[config.mk]
export PLATFORM = sky130hd
export DESIGN_NAME = branch_resolve_unit_flat
export DESIGN_NICKNAME = d
export VERILOG_FILES = /design/src/rtl/br_pkg.sv /design/src/rtl/branch_resolve_unit_if.sv /design/src/rtl/branch_cond_core.sv /design/src/rtl/branch_resolve_unit.sv /design/src/flat_wrapper.sv
export SDC_FILE = /design/constraint.sdc
export NUM_CORES = 1
export LEC_CHECK = 0
export CORE_MARGIN = 8
export CORE_UTILIZATION = 52
export DETAILED_ROUTE_END_ITERATION = 10
export HOLD_SLACK_MARGIN = 0.08
export PLACE_DENSITY_LB_ADDON = 0.25
export SLEW_MARGIN = 40
export SYNTH_ARGS = -nofsm -noshare
export SYNTH_HDL_FRONTEND = slang
export SYNTH_SLANG_ARGS = --single-unit
[constraint.sdc]
create_clock -name clk -period 3.97 [get_ports clk]
set_clock_uncertainty 0.1 [all_clocks]
set_input_delay 0.794 -clock clk [delete_from_list [all_inputs] [get_ports clk]]
set_output_delay 0.794 -clock clk [all_outputs]
set_load 0.02 [all_outputs]
[src/rtl/br_pkg.sv]
// Shared types for the branch resolution unit: operation encoding and the S1 pipeline record.
package br_pkg;

    localparam int OP_W    = 4;
    localparam int BR_XLEN = 32;

    typedef enum logic [OP_W-1:0] {
        BEQ  = 4'd0,
        BNE  = 4'd1,
        BLT  = 4'd2,
        BGE  = 4'd3,
        BLTU = 4'd4,
        BGEU = 4'd5,
        JAL  = 4'd6,
        JALR = 4'd7
    } br_op_e;

    // State carried from S1 to S2; the fall-through PC is precomputed so S2 only selects.
    typedef struct packed {
        logic               taken;
        logic [BR_XLEN-1:0] target;
        logic [BR_XLEN-1:0] fallthru;
        logic               pred_taken;
        logic [BR_XLEN-1:0] pred_target;
    } br_s1_t;

endpackage

[src/rtl/branch_resolve_unit_if.sv]
// Request/response handshake bundle between the EX issue side and the branch resolution unit.
interface branch_resolve_unit_if #(
    parameter int XLEN = 32,
    parameter int OP_W = 4
);
    logic            in_valid;
    logic            in_ready;
    logic [OP_W-1:0] in_op;
    logic [XLEN-1:0] in_a;
    logic [XLEN-1:0] in_b;
    logic [XLEN-1:0] in_pc;
    logic [XLEN-1:0] in_imm;
    logic            in_pred_taken;
    logic [XLEN-1:0] in_pred_target;
    logic            out_valid;
    logic            out_ready;
    logic            out_taken;
    logic [XLEN-1:0] out_target;
    logic [XLEN-1:0] out_next_pc;
    logic            out_mispredict;

    modport master (
        output in_valid, in_op, in_a, in_b, in_pc, in_imm, in_pred_taken, in_pred_target,
        output out_ready,
        input  in_ready, out_valid, out_taken, out_target, out_next_pc, out_mispredict
    );

    modport slave (
        input  in_valid, in_op, in_a, in_b, in_pc, in_imm, in_pred_taken, in_pred_target,
        input  out_ready,
        output in_ready, out_valid, out_taken, out_target, out_next_pc, out_mispredict
    );
endinterface

[src/rtl/branch_cond_core.sv]
// Combinational branch condition evaluation; unknown encodings resolve as not taken.
module branch_cond_core
    import br_pkg::*;
#(
    parameter int XLEN = 32
) (
    input  logic [XLEN-1:0] a,
    input  logic [XLEN-1:0] b,
    input  logic [OP_W-1:0] op,
    output logic            taken
);

    // Condition select by operation
    always_comb begin
        taken = 1'b0;
        case (op)
            BEQ:       taken = (a == b);
            BNE:       taken = (a != b);
            BLT:       taken = ($signed(a) <  $signed(b));
            BGE:       taken = ($signed(a) >= $signed(b));
            BLTU:      taken = (a <  b);
            BGEU:      taken = (a >= b);
            JAL, JALR: taken = 1'b1;
            default:   taken = 1'b0;
        endcase
    end

endmodule

[src/rtl/branch_resolve_unit.sv]
// Two-stage branch resolution: S1 evaluates condition/target, S2 registers redirect result.
// Optional BRANCH_STATS_EN adds resolved-branch and mispredict counters.
module branch_resolve_unit
#(
    parameter int XLEN   = br_pkg::BR_XLEN,
    parameter int OP_W   = br_pkg::OP_W,
    parameter int ILEN_B = 4
) (
    input  logic                  clk,
    input  logic                  rst,
    input  logic                  flush,
    branch_resolve_unit_if.slave  bus
`ifdef BRANCH_STATS_EN
    ,
    output logic [31:0]           stat_branches,
    output logic [31:0]           stat_mispred
`endif
);
    import br_pkg::*;

    logic            s1_valid_r;
    br_s1_t          s1_r;
    logic            s2_valid_r;
    logic            out_taken_r;
    logic            out_mispredict_r;
    logic [XLEN-1:0] out_target_r;
    logic [XLEN-1:0] out_next_pc_r;

    logic            cond_taken_s;
    logic [XLEN-1:0] sum_s;
    logic [XLEN-1:0] target_s;
    logic [XLEN-1:0] fallthru_s;
    logic            s2_move_s;
    logic            in_ready_s;
    logic            out_valid_s;
    logic            out_fire_s;
    logic            mispredict_s;
    logic [XLEN-1:0] next_pc_s;

    branch_cond_core #(.XLEN(XLEN)) u_cond (
        .a     (bus.in_a),
        .b     (bus.in_b),
        .op    (bus.in_op),
        .taken (cond_taken_s)
    );

    // Target generation; JALR adds to the register base and clears bit 0
    always_comb begin
        fallthru_s = bus.in_pc + XLEN'(ILEN_B);
        if (bus.in_op == JALR) begin
            sum_s    = bus.in_a + bus.in_imm;
            target_s = {sum_s[XLEN-1:1], 1'b0};
        end else begin
            sum_s    = bus.in_pc + bus.in_imm;
            target_s = sum_s;
        end
    end

    // Handshake and S2 result computation
    always_comb begin
        s2_move_s    = !s2_valid_r || bus.out_ready;
        in_ready_s   = !flush && (!s1_valid_r || s2_move_s);
        out_valid_s  = s2_valid_r && !flush;
        out_fire_s   = out_valid_s && bus.out_ready;
        mispredict_s = (s1_r.taken != s1_r.pred_taken) ||
                       (s1_r.taken && (s1_r.target != s1_r.pred_target));
        if (s1_r.taken) begin
            next_pc_s = s1_r.target;
        end else begin
            next_pc_s = s1_r.fallthru;
        end
    end

    // Pipeline registers; a stalled stage keeps its contents untouched
    always_ff @(posedge clk) begin
        if (rst) begin
            s1_valid_r       <= 1'b0;
            s1_r             <= '0;
            s2_valid_r       <= 1'b0;
            out_taken_r      <= 1'b0;
            out_mispredict_r <= 1'b0;
            out_target_r     <= '0;
            out_next_pc_r    <= '0;
        end else if (flush) begin
            s1_valid_r <= 1'b0;
            s2_valid_r <= 1'b0;
        end else begin
            if (s2_move_s) begin
                s2_valid_r <= s1_valid_r;
                if (s1_valid_r) begin
                    out_taken_r      <= s1_r.taken;
                    out_target_r     <= s1_r.target;
                    out_next_pc_r    <= next_pc_s;
                    out_mispredict_r <= mispredict_s;
                end
            end
            if (in_ready_s) begin
                s1_valid_r <= bus.in_valid;
                if (bus.in_valid) begin
                    s1_r.taken       <= cond_taken_s;
                    s1_r.target      <= target_s;
                    s1_r.fallthru    <= fallthru_s;
                    s1_r.pred_taken  <= bus.in_pred_taken;
                    s1_r.pred_target <= bus.in_pred_target;
                end
            end
        end
    end

    assign bus.in_ready       = in_ready_s;
    assign bus.out_valid      = out_valid_s;
    assign bus.out_taken      = out_taken_r;
    assign bus.out_target     = out_target_r;
    assign bus.out_next_pc    = out_next_pc_r;
    assign bus.out_mispredict = out_mispredict_r;

`ifdef BRANCH_STATS_EN
    logic [31:0] stat_branches_r;
    logic [31:0] stat_mispred_r;

    // Counters advance only on real output transfers, so flushed entries never count
    always_ff @(posedge clk) begin
        if (rst) begin
            stat_branches_r <= 32'd0;
            stat_mispred_r  <= 32'd0;
        end else if (out_fire_s) begin
            stat_branches_r <= stat_branches_r + 32'd1;
            if (out_mispredict_r) begin
                stat_mispred_r <= stat_mispred_r + 32'd1;
            end
        end
    end

    assign stat_branches = stat_branches_r;
    assign stat_mispred  = stat_mispred_r;
`else
    logic unused_fire_s;
    assign unused_fire_s = out_fire_s;
`endif

endmodule
[src/flat_wrapper.sv]
// flat-port wrapper written by rule: the top's interface ports become plain ports
module branch_resolve_unit_flat import br_pkg::*;
#(
    parameter int XLEN   = br_pkg::BR_XLEN,
    parameter int OP_W   = br_pkg::OP_W,
    parameter int ILEN_B = 4
)
  (clk, rst, flush, bus_in_valid, bus_in_op, bus_in_a, bus_in_b, bus_in_pc, bus_in_imm, bus_in_pred_taken, bus_in_pred_target, bus_out_ready, bus_in_ready, bus_out_valid, bus_out_taken, bus_out_target, bus_out_next_pc, bus_out_mispredict);
  branch_resolve_unit_if #(.XLEN(XLEN), .OP_W(OP_W)) bus_i ();
  input  logic clk;
  input  logic rst;
  input  logic flush;
  input wire logic [$bits(bus_i.in_valid)-1:0] bus_in_valid;
  input wire logic [$bits(bus_i.in_op)-1:0] bus_in_op;
  input wire logic [$bits(bus_i.in_a)-1:0] bus_in_a;
  input wire logic [$bits(bus_i.in_b)-1:0] bus_in_b;
  input wire logic [$bits(bus_i.in_pc)-1:0] bus_in_pc;
  input wire logic [$bits(bus_i.in_imm)-1:0] bus_in_imm;
  input wire logic [$bits(bus_i.in_pred_taken)-1:0] bus_in_pred_taken;
  input wire logic [$bits(bus_i.in_pred_target)-1:0] bus_in_pred_target;
  input wire logic [$bits(bus_i.out_ready)-1:0] bus_out_ready;
  output wire logic [$bits(bus_i.in_ready)-1:0] bus_in_ready;
  output wire logic [$bits(bus_i.out_valid)-1:0] bus_out_valid;
  output wire logic [$bits(bus_i.out_taken)-1:0] bus_out_taken;
  output wire logic [$bits(bus_i.out_target)-1:0] bus_out_target;
  output wire logic [$bits(bus_i.out_next_pc)-1:0] bus_out_next_pc;
  output wire logic [$bits(bus_i.out_mispredict)-1:0] bus_out_mispredict;
  assign bus_i.in_valid = bus_in_valid;
  assign bus_i.in_op = bus_in_op;
  assign bus_i.in_a = bus_in_a;
  assign bus_i.in_b = bus_in_b;
  assign bus_i.in_pc = bus_in_pc;
  assign bus_i.in_imm = bus_in_imm;
  assign bus_i.in_pred_taken = bus_in_pred_taken;
  assign bus_i.in_pred_target = bus_in_pred_target;
  assign bus_i.out_ready = bus_out_ready;
  assign bus_in_ready = bus_i.in_ready;
  assign bus_out_valid = bus_i.out_valid;
  assign bus_out_taken = bus_i.out_taken;
  assign bus_out_target = bus_i.out_target;
  assign bus_out_next_pc = bus_i.out_next_pc;
  assign bus_out_mispredict = bus_i.out_mispredict;
  branch_resolve_unit #(.XLEN(XLEN), .OP_W(OP_W), .ILEN_B(ILEN_B)) u_core (.clk(clk), .rst(rst), .flush(flush), .bus(bus_i));
endmodule
==> results.sh <==
export IMPL_fin_util=0.698
export IMPL_grt_usage=0.259
export IMPL_globalRouteOverflowTotal=0
export IMPL_netlist_area_mm2=0.0112
export IMPL_insertedDiodeCount=0
export IMPL_synth_nets=1690
export IMPL_worstMarginPinSlew_ns=0.748
export IMPL_drc_errors=0
export IMPL_end_kind="register"
export IMPL_cts_resized=0
export IMPL_syn_inst=1424
export IMPL_grt_pass1_vias=10882
export IMPL_switching_share=0.314
export IMPL_hold_buffers=0
export IMPL_syn_to_final_growth_pct=31.4
export IMPL_vias_per_cell=5.69
export IMPL_synth_area_per_cell_um2=7.87
export IMPL_hold_violations=0
export IMPL_ys_types=68
export IMPL_ys_seq_area_frac=0.297
export IMPL_drt_wirelength_per_cell_um=17.9
export IMPL_max_freq_mhz=265
export IMPL_grt_start_max_net_pins=94
export IMPL_synthTopCellsByArea="dfxtp_1 30%, ha_1 10%, nand2_1 7.1%"
export IMPL_io_buffers=237
export IMPL_hold_path_depth=2
export IMPL_cts_setup_buffers=0
export IMPL_grt_pass1_wl_um=55700
export IMPL_ir_drop_mv=0.304
export IMPL_cpPeakStageDelay_ns=0.52
export IMPL_finalNonFillerCells=1954
export IMPL_switchingPower_w=0.00148
export IMPL_hold_path_class="reg -> reg"
export IMPL_synth_seq_cells=166
export IMPL_vias=11127
export IMPL_power_internal_w=0.00323
export IMPL_first_iter_violations=810
export IMPL_power_total_w=0.00471
export IMPL_relSlewSlack=0.501
export IMPL_setup_viol=0
export IMPL_slowest_stage="clkdlybuf4s50_1"
export IMPL_synth_area_leader_cell="dfxtp_1"
export IMPL_max_clock_path_buffers=2
export IMPL_cp_arrival_ns=4.00
export IMPL_tns_ns=0
export IMPL_seq_power_share=0.386
export IMPL_root_buffer="clkbuf_16"
export IMPL_fp_dieW_um=163
export IMPL_path_cells="clkdlybuf4s50_1, ha_1, inv_1, fa_1, nand2b_1, a21oi_1, o21ai_1, a2111oi_4, nor3b_2, o31ai_1, a31oi_2, mux2i_1, a2111oi_2"
export IMPL_startpoint_type="input pin"
export IMPL_slew_viol_final=0
export IMPL_core_area_mm2=0.0211
export IMPL_yosysWarnings=0
export IMPL_rsz0062_at_grt="no"
export IMPL_clkSlewWorstSetupHoldPaths_ns=0.07
export IMPL_fp_row_count=53
export IMPL_p_leak_nw=5.74
export IMPL_initial_core_util=0.531
export IMPL_ant_nets=0
export IMPL_post_route_period_util=0.950
export IMPL_io_pins=238
export IMPL_critPathKind="in -> reg"
export IMPL_htreeDepth=4
export IMPL_cts_tree="yes"
export IMPL_ys_flop_type="dfxtp_1"
export IMPL_fin_crit_ns=3.77
export IMPL_clkLatencyLatePin_ns=0.43
export IMPL_drive_gt1_frac=0.0715
export IMPL_cts_buffers=17
export IMPL_place_gp_congestion=0.929
export IMPL_async_flop_share=0
export IMPL_layout_common_cells="236 x clkdlybuf4s50_1, 211 x nand2_1, 165 x dfxtp_1, 142 x nor2_1, 128 x a21oi_1"
export IMPL_dp_cells=1922
export IMPL_worstPathRequired_ns=4.20
export IMPL_layout_commonest_cell="clkdlybuf4s50_1"
export IMPL_power_density_mw_per_mm2=320
export IMPL_status="finished, final reports clean"
export IMPL_combPwrFrac=0.265
export IMPL_nets=1932
export IMPL_die_area_mm2=0.0265
export IMPL_wirelength_um=35000
export IMPL_clkPwrFrac=0.349
export IMPL_antenna_found_initial=0
export IMPL_r2r_cells=7
export IMPL_dr_pass1_iters=5
export IMPL_hpwl_um=27600
export IMPL_yosysTopAreaCellShare=0.297
export IMPL_cp_max_fo=3
export IMPL_die_h_um=163
export IMPL_max_cap_violations=0
export IMPL_clock_sinks=166
export IMPL_synth_edf_count=0
synthesized netlist by cell type (all sizes together), types with 3 or more instances:
| library cell | number |
|---|---|
| nor3 | 36 |
| nand3 | 26 |
| o211ai | 14 |
| o22ai | 4 |
| ha | 94 |
| a311oi | 12 |
| nor4 | 7 |
| a31oi | 10 |
| buf | 13 |
| nor2 | 142 |
| a21boi | 4 |
| nand2b | 15 |
| o31ai | 5 |
| inv | 48 |
| xnor2 | 40 |
| nor2b | 8 |
| o21bai | 6 |
| nand2 | 212 |
| a221oi | 3 |
| o21ai | 56 |
| and2 | 6 |
| a21o | 28 |
| xor2 | 65 |
| clkbuf | 60 |
| mux2i | 38 |
| nand4 | 24 |
| dfxtp | 166 |
| or4 | 3 |
| a2111oi | 10 |
| and3 | 10 |
| a21oi | 129 |
| a211oi | 82 |
| or3 | 12 |
| o21a | 11 |
| and4 | 3 |
critical path, delay by kind of cell:
kind | cells | cell delay [ns]
simple gates | 2 | 0.27
fa+ha+maj | 2 | 0.55
mux | 1 | 0.15
buf+inv | 2 | 0.57
compound gates | 6 | 1.66
worst paths after layout:
kind	startpoint	endpoint	slack, ns
worst max-delay path	bus_in_imm[0]	u_core.s1_r[95]	0.20
worst min-delay path	u_core.bus.out_target[31]	u_core.bus.out_target[31]	0.35
worst max register to register	u_core.s2_valid_r	u_core.s1_r[44]	1.59
worst min register to register	u_core.bus.out_target[31]	u_core.bus.out_target[31]	0.35
layout make-up:
| type | count | area [µm²] |
|---|---|---|
| Multi-Input combinational cell | 1137 | 7430 |
| Clock inverter | 15 | 164 |
| Clock buffer | 17 | 425 |
| Tap cell | 275 | 344 |
| Sequential cell | 166 | 3320 |
| Timing Repair Buffer | 296 | 2850 |
| Fill cell | 1745 | 6360 |
| Inverter | 48 | 180 |
kinds of logic after synthesis:
logic type / count (synthesis) / share of synthesized area
fa+ha+maj: 96 / 0.109
compound gates: 387 / 0.232
mux: 38 / 0.0340
simple gates: 511 / 0.206
xor+xnor: 105 / 0.0821
buf+inv: 121 / 0.0408
flops: 166 / 0.297
power by group through the flow:
stage / combinational (W) / sequential (W) / clock, W
after floorplan: 0.000757 / 0.00183 / 0
after global placement: 0.00121 / 0.00185 / 0
after detailed placement: 0.00123 / 0.00185 / 0
after CTS: 0.00124 / 0.00182 / 0.00165
after global routing: 0.00138 / 0.00183 / 0.00173
final: 0.00125 / 0.00182 / 0.00164
metal layers:
layer,share of wire,up-vias,track usage
met1,0.47,5071,0.357
met3,0.078,42,0.0495
met4,0.019,0,0.0751
met5,0,-,0
li1,-,5597,-
met2,0.43,417,0.402
metrics by stage:
step	hold slack (ns)	area, µm²	setup slack [ns]
CTS	0.357	14700	0.221
floorplan	0.336	11200	0.590
finish	0.355	14700	0.198
global route	0.370	14700	0.0398
global placement	0.343	14100	-0.152
detailed placement	0.348	14100	-0.215
sequential cells by signal, indices dropped and copies added, names as in the netlist:
register,count
u_core.bus.out_mispredict,1
u_core.s1_r,98
u_core.bus.out_taken,1
u_core.s1_valid_r,1
u_core.bus.out_next_pc,32
u_core.s2_valid_r,1
u_core.bus.out_target,32
Note: power is estimated with default switching activity, not from simulation.
